===== config.mk =====
export PLATFORM = sky130hd
export DESIGN_NAME = controller_dram_tester
export DESIGN_NICKNAME = d
export VERILOG_FILES = /design/src/rtl/controller_dram_tester.sv
export SDC_FILE = /design/constraint.sdc
export NUM_CORES = 1
export LEC_CHECK = 0
export CAP_MARGIN = 30
export CORE_ASPECT_RATIO = 2
export CORE_UTILIZATION = 30
export CTS_BUF_LIST = sky130_fd_sc_hd__clkbuf_2 sky130_fd_sc_hd__clkbuf_4 sky130_fd_sc_hd__clkbuf_8
export DETAILED_ROUTE_END_ITERATION = 7
export PLACE_DENSITY = 0.62
export RECOVER_POWER = 25
export SLEW_MARGIN = 20
export SYNTH_ARGS = -nofsm -noshare
export SYNTH_HDL_FRONTEND = slang
export SYNTH_SLANG_ARGS = --single-unit

===== constraint.sdc =====
create_clock -name clk -period 2.5 [get_ports clk]
set_input_delay 0.5 -clock clk [delete_from_list [all_inputs] [get_ports clk]]
set_output_delay 0.5 -clock clk [all_outputs]
set_load 0.005 [all_outputs]

===== src/rtl/controller_dram_tester.sv =====
// controller_dram_tester
//   Avalon-MM initiator for bring-up and scrubbing of the on-chip 512x32
//   single-port RAM. In FILL mode it writes a deterministic pattern over a
//   wrapping address range. In VERIFY mode it reads the range back, compares
//   each word with the regenerated pattern, and counts the mismatches.
//
//   Build option:
//     CONTROLLER_DRAM_TESTER_LFSR_EN  pattern advances as a 32-bit Galois LFSR
//                                     (taps 0xA3000000, seed 0 forced to 1);
//                                     when undefined the pattern increments.
//
//   Ports
//     clk, reset_n        clock (rising edge), async active-low reset
//     start, mode         command strobe (IDLE only), 0 = FILL / 1 = VERIFY
//     start_addr, length  first word address, word count 0..2**ADDR_W
//     seed                pattern value of the first word
//     abort               cancels the running operation (no done pulse)
//     busy, done          operation in progress, 1-cycle completion pulse
//     err_count, err_flag VERIFY mismatch count and its non-zero flag
//     first_err_addr      address of the first VERIFY mismatch
//     avm_*               Avalon-MM master towards the RAM slave port
//                         (read latency 1, no waitrequest)
module controller_dram_tester #(
  parameter int ADDR_W = 9,
  parameter int DATA_W = 32,
  parameter int LEN_W  = 10
) (
  input  logic                  clk,
  input  logic                  reset_n,
  input  logic                  start,
  input  logic                  mode,
  input  logic [ADDR_W-1:0]     start_addr,
  input  logic [LEN_W-1:0]      length,
  input  logic [DATA_W-1:0]     seed,
  input  logic                  abort,
  output logic                  busy,
  output logic                  done,
  output logic [LEN_W-1:0]      err_count,
  output logic [ADDR_W-1:0]     first_err_addr,
  output logic                  err_flag,
  output logic [ADDR_W-1:0]     avm_address,
  output logic                  avm_chipselect,
  output logic                  avm_write,
  output logic [DATA_W/8-1:0]   avm_byteenable,
  output logic [DATA_W-1:0]     avm_writedata,
  output logic                  avm_clken,
  input  logic [DATA_W-1:0]     avm_readdata
);

  localparam logic [LEN_W-1:0] ERR_MAX = LEN_W'(2 ** ADDR_W);

  typedef enum logic [2:0] {
    S_IDLE,
    S_WRITE,
    S_READ,
    S_DRAIN,
    S_DONE
  } state_t;

  state_t state, state_nxt;

`ifdef CONTROLLER_DRAM_TESTER_LFSR_EN
  localparam logic [DATA_W-1:0] LFSR_TAPS = DATA_W'(32'hA300_0000);

  // An all-zero LFSR state would lock up, so a zero seed starts at 1.
  function automatic logic [DATA_W-1:0] seed_init(input logic [DATA_W-1:0] s);
    seed_init = (s == '0) ? DATA_W'(1) : s;
  endfunction

  function automatic logic [DATA_W-1:0] next_pat(input logic [DATA_W-1:0] p);
    next_pat = (p >> 1) ^ (p[0] ? LFSR_TAPS : '0);
  endfunction
`else
  function automatic logic [DATA_W-1:0] seed_init(input logic [DATA_W-1:0] s);
    seed_init = s;
  endfunction

  function automatic logic [DATA_W-1:0] next_pat(input logic [DATA_W-1:0] p);
    next_pat = p + DATA_W'(1);
  endfunction
`endif

  logic [ADDR_W-1:0] addr_q;
  logic [DATA_W-1:0] pat_q;
  logic [LEN_W-1:0]  remain_q;   // words still to be issued on the bus
  logic              accept;
  logic              issue;
  logic              mismatch;

  // Read-return stage: expected word and its address, one cycle behind the read
  logic              vld_p1;
  logic [DATA_W-1:0] exp_p1;
  logic [ADDR_W-1:0] addr_p1;

  assign accept   = (state == S_IDLE) && start && !abort;
  assign issue    = ((state == S_WRITE) || (state == S_READ)) && !abort;
  assign mismatch = vld_p1 && (avm_readdata != exp_p1);

  always_comb begin
    state_nxt = state;
    case (state)
      S_IDLE: begin
        if (accept) begin
          if (length == '0)  state_nxt = S_DONE;
          else if (mode)     state_nxt = S_READ;
          else               state_nxt = S_WRITE;
        end
      end
      S_WRITE: begin
        if (abort)                       state_nxt = S_IDLE;
        else if (remain_q == LEN_W'(1))  state_nxt = S_DONE;
      end
      S_READ: begin
        if (abort)                       state_nxt = S_IDLE;
        else if (remain_q == LEN_W'(1))  state_nxt = S_DRAIN;
      end
      // DRAIN issues nothing; it only lets the last read word be compared
      S_DRAIN: state_nxt = abort ? S_IDLE : S_DONE;
      S_DONE:  state_nxt = S_IDLE;
      default: state_nxt = S_IDLE;
    endcase
  end

  // Issue stage: FSM, address/pattern generators, result registers
  always_ff @(posedge clk or negedge reset_n) begin
    if (!reset_n) begin
      state          <= S_IDLE;
      addr_q         <= '0;
      pat_q          <= '0;
      remain_q       <= '0;
      vld_p1         <= 1'b0;
      err_count      <= '0;
      first_err_addr <= '0;
    end else begin
      state  <= state_nxt;
      // A read issued in an abort cycle is abandoned, so its data is not compared
      vld_p1 <= (state == S_READ) && !abort;
      if (accept) begin
        addr_q         <= start_addr;
        pat_q          <= seed_init(seed);
        remain_q       <= length;
        err_count      <= '0;
        first_err_addr <= '0;
      end else begin
        if (issue) begin
          addr_q   <= addr_q + ADDR_W'(1);
          pat_q    <= next_pat(pat_q);
          remain_q <= remain_q - LEN_W'(1);
        end
        if (mismatch) begin
          if (err_count != ERR_MAX) err_count <= err_count + LEN_W'(1);
          if (err_count == '0)      first_err_addr <= addr_p1;
        end
      end
    end
  end

  // Return stage: data registers carry no reset, their validity is vld_p1
  always_ff @(posedge clk) begin
    exp_p1  <= pat_q;
    addr_p1 <= addr_q;
  end

  assign busy           = (state != S_IDLE);
  assign done           = (state == S_DONE);
  assign err_flag       = (err_count != '0);
  assign avm_address    = addr_q;
  assign avm_chipselect = (state == S_WRITE) || (state == S_READ);
  assign avm_write      = (state == S_WRITE);
  assign avm_byteenable = '1;
  assign avm_writedata  = pat_q;
  assign avm_clken      = 1'b1;

endmodule

# Yosys cells after proc, flatten, opt, wreduce, memory -nomap -nowiden
# Index checks and enable logic that the tools add are counted.
# totals
latch_bits,0
output_inout_bits,70
ram_bits,0
romBits,0
word_cells,63
register_bits,115
memories,0
# op_classes
addsub,4
shift,0
n_bitwise,0
n_mux,21
mul,0
reduce_logical,19
eq_ne,10
magnitude_cmp,0
div_mod_pow,0
# op_table
op,count
32-bit two-way mux,2
10-bit two-way mux,5
9-bit two-way mux,5
32-bit by 1-bit adder with 32-bit output (second input constant),1
32-bit inequality test,1
3-bit two-way mux,7
10-bit logical NOT,2
3-bit case mux with 4 select lines,1
10-bit by 1-bit adder with 10-bit output (second input constant),1
10-bit by 1-bit == test with 1-bit output (second input constant),1
10-bit inequality test (second input constant),1
10-bit nonzero test,1
10-bit by 1-bit subtractor with 10-bit output (second input constant),1
9-bit by 1-bit adder with 9-bit output (second input constant),1
2-bit nonzero test,4
3-bit by 2-bit == test with 1-bit output (second input constant),2
1-bit logical AND,5
2-bit AND reduction,2
3-bit by 1-bit == test with 1-bit output (second input constant),1
3-bit == test (second input constant),1
3-bit logical NOT,1
3-bit by 2-bit inequality test with 1-bit output (second input constant),1
3-bit inequality test (second input constant),1
3-bit AND reduction,1
5 further kinds,5

# Longest topological paths before layout
# depth
word_depth,5
mapped_depth,8

# Worst setup path after synthesis
# Ideal clock, no wire load.
# synth_path
kind,reg-to-reg
start,reg err_count[0]
end,reg first_err_addr[0]
path_stages_with_launch,8
synth_period_minus_slack_ps,1971
required_time_ps,2419
setup_slack_ps,529
n_path_buf,1
arrival_ps,1890
path_cell_list,dfrtp_1 inv_1 ha_1 nor4b_1 nand3b_1 a211oi_1 buf_1 mux2i_1
# synth_via
elab_chain_len,3
# synth_lines
item,line,source
start: declaration,38,"output logic [LEN_W-1:0] err_count,"
start signal: assignment,151,if (err_count != ERR_MAX) err_count <= err_count + LEN_W'(1);
10-bit logical NOT,152,if (err_count == '0) first_err_addr <= addr_p1;
2-bit nonzero test (no line),n/a,
2-bit AND reduction (no line),n/a,
end signal: assignment,152,
end: declaration,39,"output logic [ADDR_W-1:0] first_err_addr,"
# No other way between the ends.
# A chain may end at the register's enable or synchronous reset.

# Worst setup path after layout
# layout_path
start,reg state[1]
end,out avm_chipselect
# layout_via
elab_chain_len,2
word_cells_on_any_way,3
cone_classes,eq/ne (2); reduce/logical (1)
# layout_lines
item,line,source
start: declaration,60,"state_t state, state_nxt;"
start signal: assignment,135,state <= state_nxt;
3-bit by 1-bit == test with 1-bit output / 3-bit by 2-bit == test with 1-bit output (equally long branches),168,assign avm_chipselect = (state == S_WRITE) || (state == S_READ);
1-bit logical OR (*),168,
end: declaration,42,"output logic avm_chipselect,"
# Mark *: on every way between the ends. The rest lies on a longest branch, timed or not.

==> flow_summary.json <==
{
  "vias_per_cell": 5.06,
  "die_y_um": 194,
  "critPathCaptureType": "output port",
  "first_iter_violations": 233,
  "row_count": 69,
  "dr.pass1.iters": 8,
  "pin_count": 158,
  "cp.arrival_ns": 1.88,
  "utilization_pct": 45.2,
  "synthCells": 574,
  "antenna_found_initial": 0,
  "num_antenna_cells": 0,
  "path_class": "reg -> out",
  "postPlaceCellArea_mm2": 0.00759,
  "clkLatencyLatePin_ns": 0.44,
  "leakage_nw": 3.25,
  "vias": 4987,
  "dp_hpwl_mm": 13.9,
  "overflow": 0,
  "die_w_um": 97.9,
  "rsz0062_at_grt": "false",
  "cts_buffers": 17,
  "worst_hold_slack_ns": 0.224,
  "grt_usage_pct": 19.4,
  "clkTransAtPathRegs_ns": 0.08,
  "synth_cell_types": 61,
  "layout.nets": 854,
  "hold_path.class": "in -> async",
  "syn_area_mm2": 0.00552,
  "crit_fanout": 8,
  "powerDensity_mw_per_mm2": 1100,
  "final-max-slew-violation-count": 0,
  "peakVddDrop_mv": 0.454,
  "async_flop_share_pct": 64.3,
  "htreeDepth": 4,
  "clock-sinks": 115,
  "drc": 14,
  "start_util_pct": 30.9,
  "fmax_mhz": 420,
  "die_area_mm2": 0.0190,
  "core_area_mm2": 0.0179,
  "drive_above_1_share_pct": 12.4,
  "final_cells": 986,
  "start_kind": "register",
  "cts_tree": "yes",
  "totalWireLength_mm": 18.0,
  "final_antenna_net_count": 0,
  "yosys_register_bits": 115,
  "synth-edff-count": 0,
  "synth.yosys.warnings": 0,
  "grt_pass1_wl_mm": 27.5,
  "fin_crit_ns": 2.38,
  "synth_top_flop_cell": "dfrtp_1",
  "max-clock-path-buffers": 2,
  "routabilityCongestion": 0.842,
  "clockRootBuffer": "clkbuf_8",
  "setup_viol": 0,
  "numPortBuffers": 152,
  "avgSynthCellArea_um2": 9.61,
  "hold_viol": 0,
  "placed_cells": 952,
  "status": "complete, but fails checks",
  "post-route-period-util_pct": 95.3,
  "syn_to_final_growth_pct": 46.5,
  "ys_seq_area_share_pct": 48.4,
  "r2r_slack_ns": 0.39,
  "skew_ns": 0.0178,
  "required_ns": 2.00,
  "grt_pass1_vias": 4924,
  "final_area_mm2": 0.00808,
  "cap_violations": 0,
  "tightest_slew_ns": 1.05,
  "grt_start_max_net_pins": 39,
  "maxSlewHeadroom_pct": 29.8,
  "violations": "design-rule violations",
  "wl_per_cell_um": 18.2
}
==> layout by cell type, fill, tap and decap left out, types with 6 or more instances in the layout <==
| cell type | n |
|---|---|
| clkdlybuf4s50_1 | 150 |
| nand2_1 | 91 |
| dfrtp_1 | 73 |
| dfxtp_1 | 41 |
| xnor2_1 | 40 |
| buf_4 | 33 |
| nor2_1 | 28 |
| nand4_1 | 28 |
| o21ai_0 | 28 |
| nand3_1 | 18 |
| a21oi_1 | 18 |
| clkbuf_8 | 17 |
| mux2i_1 | 16 |
| inv_1 | 15 |
| nor3_1 | 13 |
| xor2_1 | 13 |
| and3_1 | 11 |
| buf_12 | 10 |
| a221o_1 | 8 |
| nand2b_1 | 7 |
| a31oi_1 | 7 |
| nor4_1 | 6 |
| o211ai_1 | 6 |
==> critical path: stages, from the launching register on <==
cell and delay [ns]:
dfrtp_1 0.47, xnor2_1 0.21, nor2_1 0.21, clkdlybuf4s50_1 0.55
==> flip-flops by register name (all words and copies together) (netlist names) <==
register and flops:
remain_q 10, avm_writedata 32, vld_p1 1, err_count 10, first_err_addr 9, avm_address 9, state 3, exp_p1 32
addr_p1 9
==> stage by stage <==
stage / setup TNS (ns) / power [mW] / setup slack (ns)
3_5_place_dp: -0.447 / 6.91 / -0.0728
3_3_place_gp: -0.368 / 6.87 / -0.0448
2_1_floorplan: 0 / 4.85 / 0.529
6_report: 0 / 8.92 / 0.119
4_1_cts: 0 / 9.02 / 0.0377
5_1_grt: 0 / 9.48 / 0.00754
==> cell families (layout without fill, tap and decap cells) <==
group                    Yosys count  count (layout)  synth area share, %
adder cells (fa/ha/maj)            6               6                 1.36
flip-flops                       115             115                 48.4
AO/OA/AOI/OAI                    104             104                 12.6
multiplexers                      16              16                 2.90
AND/OR/NAND/NOR                  231             231                 21.7
other                              1               5               0.0680
XOR/XNOR                          53              53                 8.41
buffers and inverters             48             243                 4.54
==> per-layer routing <==
layer  global-route usage, %  part of all wire [%]  up-vias  wire length (um)
met4                    9.26                   2.8        0               498
met3                    3.50                   4.1       30               742
met5                       0                     0        -                 0
li1                        -                     -     2430                 -
met2                    36.5                    57      153             10200
met1                    20.3                    36     2374              6530
==> what timing repair did <==
| item | CTS | global route |
|---|---|---|
| setup endpoints to repair | 1 | 2 |
| buffers inserted | 1 | 0 |
| resized for setup | 2 | 3 |
| hold buffers | 0 | 0 |
| endpoints found under the hold margin | 0 | 0 |
| pin swaps | 0 | 0 |
==> cell type report <==
type | count | area, um2
Inverter | 15 | 56.3
Fill cell | 1697 | 9790
Clock inverter | 14 | 224
Timing Repair Buffer | 196 | 1970
Multi-Input combinational cell | 415 | 2650
Sequential cell | 115 | 2670
Clock buffer | 18 | 241
Tap cell | 213 | 267
==> power breakdown <==
| group | internal, mW | switching [mW] |
|---|---|---|
| combinational | 1.92 | 1.53 |
| sequential | 2.64 | 0.767 |
| clock | 1.21 | 0.835 |
==> final timing paths <==
kind,start,to,cells after the start
setup / recovery,state[1],avm_chipselect,3
max in group asynchronous,reset_n,err_count[5],2
setup reg to reg,state[1],remain_q[2],5
hold reg to reg,avm_address[8],addr_p1[8],0
min in group clk,avm_address[8],addr_p1[8],0
hold / removal,reset_n,remain_q[1],1
==> cell usage after synthesis, drive strengths merged (15+ instances only) <==
| cell | number | area [um2] |
|---|---|---|
| nand4 | 29 | 188 |
| buf | 30 | 183 |
| dfrtp | 74 | 1850 |
| nor3 | 15 | 85.1 |
| nand2 | 92 | 348 |
| dfxtp | 41 | 821 |
| o21ai | 33 | 165 |
| a21oi | 18 | 90.1 |
| inv | 15 | 56.3 |
| nand3 | 19 | 100 |
| nor2 | 30 | 131 |
| xnor2 | 40 | 350 |
| mux2i | 16 | 160 |
No activity file was read; power rests on OpenSTA's default activity.
